--- config.mk ---
export PLATFORM = sky130hd
export DESIGN_NAME = window_scheduler
export DESIGN_NICKNAME = d
export VERILOG_FILES = /design/src/rtl/window_scheduler.sv
export SDC_FILE = /design/constraint.sdc
export NUM_CORES = 1
export LEC_CHECK = 0
export BUFFER_PORTS_ARGS = -buffer_cell sky130_fd_sc_hd__buf_4
export CAP_MARGIN = 20
export CELL_PAD_IN_SITES_DETAIL_PLACEMENT = 0
export CELL_PAD_IN_SITES_GLOBAL_PLACEMENT = 2
export CORE_ASPECT_RATIO = 1.2
export CORE_UTILIZATION = 32
export CTS_CLUSTER_SIZE = 25
export DETAILED_ROUTE_END_ITERATION = 7
export PLACE_DENSITY_LB_ADDON = 0.1
export SLEW_MARGIN = 40
export SYNTH_ARGS = -nofsm -noshare
export SYNTH_HDL_FRONTEND = slang
export SYNTH_SLANG_ARGS = --single-unit
--- constraint.sdc ---
create_clock -name clk -period 12.2 [get_ports clk]
set_input_delay 3.66 -clock clk [delete_from_list [all_inputs] [get_ports clk]]
set_output_delay 3.66 -clock clk [all_outputs]
set_load 0.02 [all_outputs]
--- src/rtl/window_scheduler.sv ---
// Window search sequencer: header/template load, window stepping, memory port arbitration.
// Optional watchdog on window_handler enabled by defining SCHED_TIMEOUT_EN.
module window_scheduler #(
   parameter int SET_WORDS      = 1665,
   parameter int TEMPLATE_WORDS = 64,
   parameter int IMG_DIM        = 80,
   parameter int WIN_DIM        = 16,
   parameter int STEP           = 4,
   parameter int NUM_SETS       = 4
`ifdef SCHED_TIMEOUT_EN
   ,
   parameter int TIMEOUT_CYCLES = 4096
`endif
) (
   input  logic        clk,
   input  logic        rst,
   input  logic        start,
   output logic        busy,
   output logic        set_done,
   output logic        all_done,
   output logic [15:0] set_index,
   output logic [7:0]  header,
   output logic [20:0] mem_addr,
   input  logic [31:0] mem_rd_data,
   output logic        tmpl_we,
   output logic [5:0]  tmpl_addr,
   output logic [31:0] tmpl_data,
   output logic        wh_en,
   output logic [6:0]  wh_row,
   output logic [6:0]  wh_col,
   input  logic [20:0] wh_addr,
   input  logic        wh_done,
   output logic        win_valid,
   output logic [8:0]  win_index,
   input  logic        win_ack,
   output logic        error
);

   localparam logic [6:0]  LAST_POS  = 7'(IMG_DIM - WIN_DIM);
   localparam logic [6:0]  STEP_W    = 7'(STEP);
   localparam logic [6:0]  TW        = 7'(TEMPLATE_WORDS);
   localparam logic [15:0] NSETS     = 16'(NUM_SETS);
   localparam logic [20:0] SET_W     = 21'(SET_WORDS);
   localparam logic [20:0] IMG_OFS   = 21'(1 + TEMPLATE_WORDS);

   typedef enum logic [2:0] {
      IDLE, HDR, TMPL, WIN_START, WIN_WAIT, WIN_HOLD, NEXT_SET, DONE
   } state_t;

   state_t      state, state_nxt;
   logic [20:0] set_base;
   logic [6:0]  k;
   logic        advance;
   logic        last_pos;
   logic [20:0] img_base;

   assign last_pos = (wh_row == LAST_POS) && (wh_col == LAST_POS);
   assign img_base = set_base + IMG_OFS;

`ifdef SCHED_TIMEOUT_EN
   localparam int WD_W = $clog2(TIMEOUT_CYCLES + 1);
   localparam logic [WD_W-1:0] WD_LAST = WD_W'(TIMEOUT_CYCLES - 1);
   logic [WD_W-1:0] wd_cnt;
   logic            timeout;
   assign timeout = (state == WIN_WAIT) && !wh_done && (wd_cnt == WD_LAST);
`else
   assign error = 1'b0;
`endif

   always_comb begin
      state_nxt = state;
      busy      = 1'b1;
      mem_addr  = '0;
      tmpl_we   = 1'b0;
      tmpl_addr = '0;
      tmpl_data = '0;
      wh_en     = 1'b0;
      win_valid = 1'b0;
      set_done  = 1'b0;
      all_done  = 1'b0;
      advance   = 1'b0;
      case (state)
         IDLE: begin
            busy = 1'b0;
            if (start) state_nxt = HDR;
         end
         HDR: begin
            mem_addr  = set_base;
            state_nxt = TMPL;
         end
         // address k goes out at step k, its data is written at step k+1
         TMPL: begin
            if (k < TW) mem_addr = set_base + 21'd1 + 21'(k);
            if (k != 7'd0) begin
               tmpl_we   = 1'b1;
               tmpl_addr = 6'(k - 7'd1);
               tmpl_data = mem_rd_data;
            end
            if (k == TW) state_nxt = WIN_START;
         end
         WIN_START: begin
            mem_addr  = img_base + wh_addr;
            wh_en     = 1'b1;
            state_nxt = WIN_WAIT;
         end
         WIN_WAIT: begin
            mem_addr = img_base + wh_addr;
            if (wh_done) state_nxt = WIN_HOLD;
`ifdef SCHED_TIMEOUT_EN
            else if (timeout) begin
               advance   = 1'b1;
               state_nxt = last_pos ? NEXT_SET : WIN_START;
            end
`endif
         end
         WIN_HOLD: begin
            win_valid = 1'b1;
            if (win_ack) begin
               advance   = 1'b1;
               state_nxt = last_pos ? NEXT_SET : WIN_START;
            end
         end
         NEXT_SET: begin
            set_done  = 1'b1;
            state_nxt = (set_index + 16'd1 == NSETS) ? DONE : HDR;
         end
         DONE: begin
            busy      = 1'b0;
            all_done  = 1'b1;
            state_nxt = IDLE;
         end
         default: state_nxt = IDLE;
      endcase
   end

   always_ff @(posedge clk) begin
      if (rst) begin
         state     <= IDLE;
         set_base  <= '0;
         set_index <= '0;
         header    <= '0;
         k         <= '0;
         wh_row    <= '0;
         wh_col    <= '0;
         win_index <= '0;
      end else begin
         state <= state_nxt;
         case (state)
            IDLE: if (start) begin
               set_base  <= '0;
               set_index <= '0;
            end
            HDR: k <= '0;
            TMPL: begin
               k <= k + 7'd1;
               if (k == 7'd0) header <= mem_rd_data[7:0];
               if (k == TW) begin
                  wh_row    <= '0;
                  wh_col    <= '0;
                  win_index <= '0;
               end
            end
            NEXT_SET: begin
               set_base  <= set_base + SET_W;
               set_index <= set_index + 16'd1;
            end
            default: ;
         endcase
         if (advance) begin
            win_index <= win_index + 9'd1;
            if (wh_col == LAST_POS) begin
               wh_col <= '0;
               wh_row <= wh_row + STEP_W;
            end else begin
               wh_col <= wh_col + STEP_W;
            end
         end
      end
   end

`ifdef SCHED_TIMEOUT_EN
   // watchdog restarts at every window launch; error stays set until reset
   always_ff @(posedge clk) begin
      if (rst) begin
         wd_cnt <= '0;
         error  <= 1'b0;
      end else begin
         if (state == WIN_START) wd_cnt <= '0;
         else if (state == WIN_WAIT) wd_cnt <= wd_cnt + 1'b1;
         if (timeout) error <= 1'b1;
      end
   end
`endif

endmodule
After elaboration in Yosys (flattened, before gate mapping)
Cells that the tools add are included.
Word-level totals
  register bits after elaboration: 78
  input bits: 58
  logic and storage cells: 87
Cells by class
  add/sub/neg operators: 11
  magnitude comparators: 1
  eq/ne operators: 15
  mux-type cells: 38
  reduce and logical (&&, ||, !) cells: 14
Operators by type and width (number)
  2-to-1 mux 32 bit: 2
  case mux 21 bit (3 select lines): 1
  2-to-1 mux 7 bit: 8
  2-to-1 mux 21 bit: 2
  case mux 21 bit (2 select lines): 1
  case mux 16 bit (2 select lines): 1
  2-to-1 mux 9 bit: 3
  case mux 3 bit (8 select lines): 1
  adder 21 x 1 -> 21 bit, second input constant: 1
  adder 21 x 11 -> 21 bit, second input constant: 1
  adder 21 bit: 1
  adder 21 x 7 -> 21 bit: 1
  adder 21 x 7 -> 21 bit, second input constant: 1
  == test 7 bit, second input constant: 3
  2-to-1 mux 3 bit: 6
  adder 16 x 1 -> 16 bit, second input constant: 1
  == test 16 x 3 -> 1 bit, second input constant: 1
  2-to-1 mux 16 bit: 1
  adder 7 x 3 -> 7 bit, second input constant: 2
  case mux 7 bit (2 select lines): 1
  == test 3 bit, second input constant: 4
  2-to-1 mux 6 bit: 2
  adder 9 x 1 -> 9 bit, second input constant: 1
  2-to-1 mux 1 bit: 9
  14 further kinds: 24

Depth between registers and ports, before layout
  depth after elaboration: 5
  depth in mapped cells: 12
  gate-level depth less buffers: 12

Worst setup path after synthesis
No wires, ideal clock.
  kind: input port to output port
  start: input port wh_addr[1]
  end: output port mem_addr[19]
  arrival: 6.017 ns
  required time: 8.540 ns
  slack: 2.523 ns
  stages: 10
  cell sequence: ha_1 > ha_1 > fa_1 > a211oi_1 > o211ai_1 > a21oi_1 > nor2_1 > a221oi_1 > xor2_1 > o221ai_1
Between the ends
  cells in the longest elaborated chain, start to end: 2
RTL lines
  from (decl): line 31  | input logic [20:0] wh_addr,
  adder 21 bit: line 102, 107
  case mux 21 bit (3 select lines): line 82  | case (state)
  to (decl): line 23  | output logic [20:0] mem_addr,
Every way passes these cells.

Final worst setup path
Ends and elaborated chain as after synthesis.

==> summary.txt <==
Ant. Diodes: 0
Maximum vdd drop: 0.0000789 V
Clk pin slew, worst setup/hold paths: 0.06 ns
Avg Cell Area, Syn: 7.52 sq um
Multi-input gate area: 4420 sq um
Asr flop ratio synth: 0%
Final ANT Viol Nets: 0
GRT overflow: 0
Worst Path Arrival: 6.48 ns
Clock sink count: 76
Clk root buf: clkbuf_16
Post-DP HPWL: 14.7 mm
Share of layout cells above drive strength 1: 21.9%
Vias post-DR: 6,355
Port bufs: 167
Final period util: 83.1%
Clock Path Buffers: 2
CORE AREA: 19,100 sq um
Tot Pwr: 859 uW
Worst Setup Slack, final: 2.06 ns
CP max-delay cell: fa_1
Worst slack, placed: 2.08 ns
Nets: 1,092
Die span in y: 156 um
Worst slew margin: 49.8%
NetSw: 319 uW
Iter 0 DRT Violations: 280
Post-cts repair resize count: 0
Status: finished clean
Vias in the first global route: 5,980
Max frequency: 98.6 MHz
Int Pwr: 541 uW
H-tree depth: 3
Pwr per Cell Area: 108 nW/um^2
HP Class: reg2reg
Area delta synth->final: 27.0%
Most frequent cells in the layout: buf_4 (174), nor2_1 (95), nand2_1 (80)
Max stage delay on crit path: 0.42 ns
Placed Cells: 1,219
# rows: 55
GRT Total Usage: 19.2%
Commonest non-fill, non-tap cell in the layout: buf_4
Reg area: 1520 sq um
Comb pwr share: 33.7%
Routability congestion estimate: 0.784
Post-layout util: 41.9%
Reg power frac: 32.1%
Clk_lat worst skew: 0.34 ns
Die X: 130 um
Clock skew: 0.00579 ns
Final Max Tran Viols: 0
CP cell instances: buf_4, ha_1, ha_1, fa_1, a211oi_1, o211ai_1, a21oi_1, nor2_1, a221oi_1, xor2_1, o221ai_1, buf_4
Area after DPL: 7660 sq um
CTS buffer count: 9
Setup Buffers After CTS: 0
Initial antenna violation count: 0
Fin. Hold Viols: 0
Leakage: 3.41 nW
EDFF count, synth: 0
Setup Crit Path Kind: in2out
Non-Filler Instances: 1,235
Synth Register Bits: 76
# fillers: 2,049
Crit end category: output port
Starting Density: 33.0%
Detailed Routing Iterations Pass 1: 5
Routed wire length: 19.3 mm
Max-Cap Viols: 0
Synth cell types: 81
Final Critical Period: 10.14 ns
Io pins: 171
Final hold slack: 0.458 ns
Worst Setup Start Kind: input pin
Crit path max fanout: 3
Finished Cell Area: 7990 sq um
DR WL/cell: 15.7 um
Ys flop type: dfxtp_1
Post-CTS Hold Buffers: 0
Largest net degree at the start of global routing: 40
Post-route DRC: 0
Post-Syn Instances: 836
Worst-Margin Slew: 0.753 ns
Vias per cell: 5.15
Register area share after synthesis: 24.2%
Synth warn: 0
Setup_tns: 0 ns
CTS tree: built
CP required: 8.54 ns
First-pass GRT wire length: 30.7 mm
Die area: 20,200 sq um
Clock group share of total power: 34.3%
Post-synthesis cell area: 6290 sq um
RSZ-0062 raised after global routing: false
Endpoints failing setup: 0
Net Sw Frac: 37.1%
critical path: cells and delay by family:
family	cells	cell delay [ns]
AND/OR/NAND/NOR	1	0.10
adder cells (fa/ha/maj)	3	0.93
buffers and inverters	2	0.29
XOR/XNOR	1	0.18
AO/OA/AOI/OAI	5	1.31
routing by layer:
metal | vias to the layer above | share of wire [%] | global-route usage [%] | wire length, um
met5 | - | 0 | 0 | 0
li1 | 3310 | - | - | -
met1 | 2937 | 45 | 24.0 | 8780
met2 | 92 | 50 | 34.6 | 9700
met4 | 0 | 1.2 | 5.20 | 240
met3 | 16 | 3.2 | 2.02 | 614
cell usage after synthesis, types with 5 or more instances:
| cell | instances | area [sq um] |
|---|---|---|
| a211oi_1 | 5 | 37.5 |
| a31oi_1 | 11 | 68.8 |
| nor3_1 | 17 | 85.1 |
| o211ai_1 | 10 | 75.1 |
| nand4_1 | 10 | 62.6 |
| o2111ai_1 | 6 | 52.6 |
| and2_1 | 34 | 213 |
| inv_1 | 24 | 90.1 |
| nand2_1 | 80 | 300 |
| o31ai_1 | 6 | 45.0 |
| a22oi_1 | 14 | 105 |
| xnor2_1 | 23 | 201 |
| a21oi_1 | 73 | 365 |
| nand3_1 | 48 | 240 |
| nor4_1 | 5 | 31.3 |
| and3_1 | 19 | 119 |
| nor2_1 | 95 | 357 |
| buf_2 | 8 | 40.0 |
| nand2b_1 | 9 | 56.3 |
| or3_1 | 7 | 43.8 |
| o21ai_0 | 45 | 225 |
| xor2_1 | 16 | 140 |
| o21a_1 | 5 | 37.5 |
| buf_4 | 5 | 37.5 |
| dfxtp_1 | 76 | 1520 |
| ha_1 | 58 | 726 |
| a311oi_1 | 8 | 70.1 |
| nand3b_1 | 7 | 52.6 |
| clkbuf_1 | 27 | 101 |
registers in the layout, indices dropped and copies added (netlist names):
| name | cells |
|---|---|
| set_base | 21 |
| wh_col | 5 |
| win_index | 9 |
| state | 3 |
| wh_row | 7 |
| header | 8 |
| set_index | 16 |
| k | 7 |
layout make-up:
| class | count | area share, % |
|---|---|---|
| multi-input cells | 688 | 55.3 |
| flip-flops and latches | 76 | 19.0 |
| repair buffers | 174 | 16.4 |
| well taps | 256 | 4.01 |
| clock buffers | 9 | 2.82 |
| clock inverters | 7 | 1.25 |
| inverters | 25 | 1.17 |
worst paths after layout:
kind	start	slack [ns]	depth (start not counted)	endpoint
worst max-delay path	wh_addr[1]	2.06	12	mem_addr[19]
worst min register to register	header[7]$_SDFFE_PP0P_	0.46	2	header[7]$_SDFFE_PP0P_
worst max register to register	state[0]$_SDFFE_PP0P_	9.50	6	win_index[2]$_SDFFE_PP0P_
worst min-delay path	header[7]$_SDFFE_PP0P_	0.46	2	header[7]$_SDFFE_PP0P_
power groups by stage:
stage          Combinational (mW)  Sequential (mW)  Clock, mW
4_1_cts                     0.296            0.275      0.302
3_3_place_gp                0.294            0.280          0
6_report                    0.289            0.275      0.295
2_1_floorplan               0.191            0.277          0
3_5_place_dp                0.295            0.281          0
5_1_grt                     0.321            0.278      0.313
logic make-up (layout without fill, tap and decap cells):
kind of cell,Yosys count,after routing,synth area share [%]
buffers and inverters,74,215,5.73
other,1,3,0.0596
flip-flops,76,76,24.2
AND/OR/NAND/NOR,359,359,28.6
multiplexers,3,3,0.517
AO/OA/AOI/OAI,224,224,23.3
adder cells (fa/ha/maj),60,60,12.2
XOR/XNOR,39,39,5.43
(Power assumes the default switching activity.)
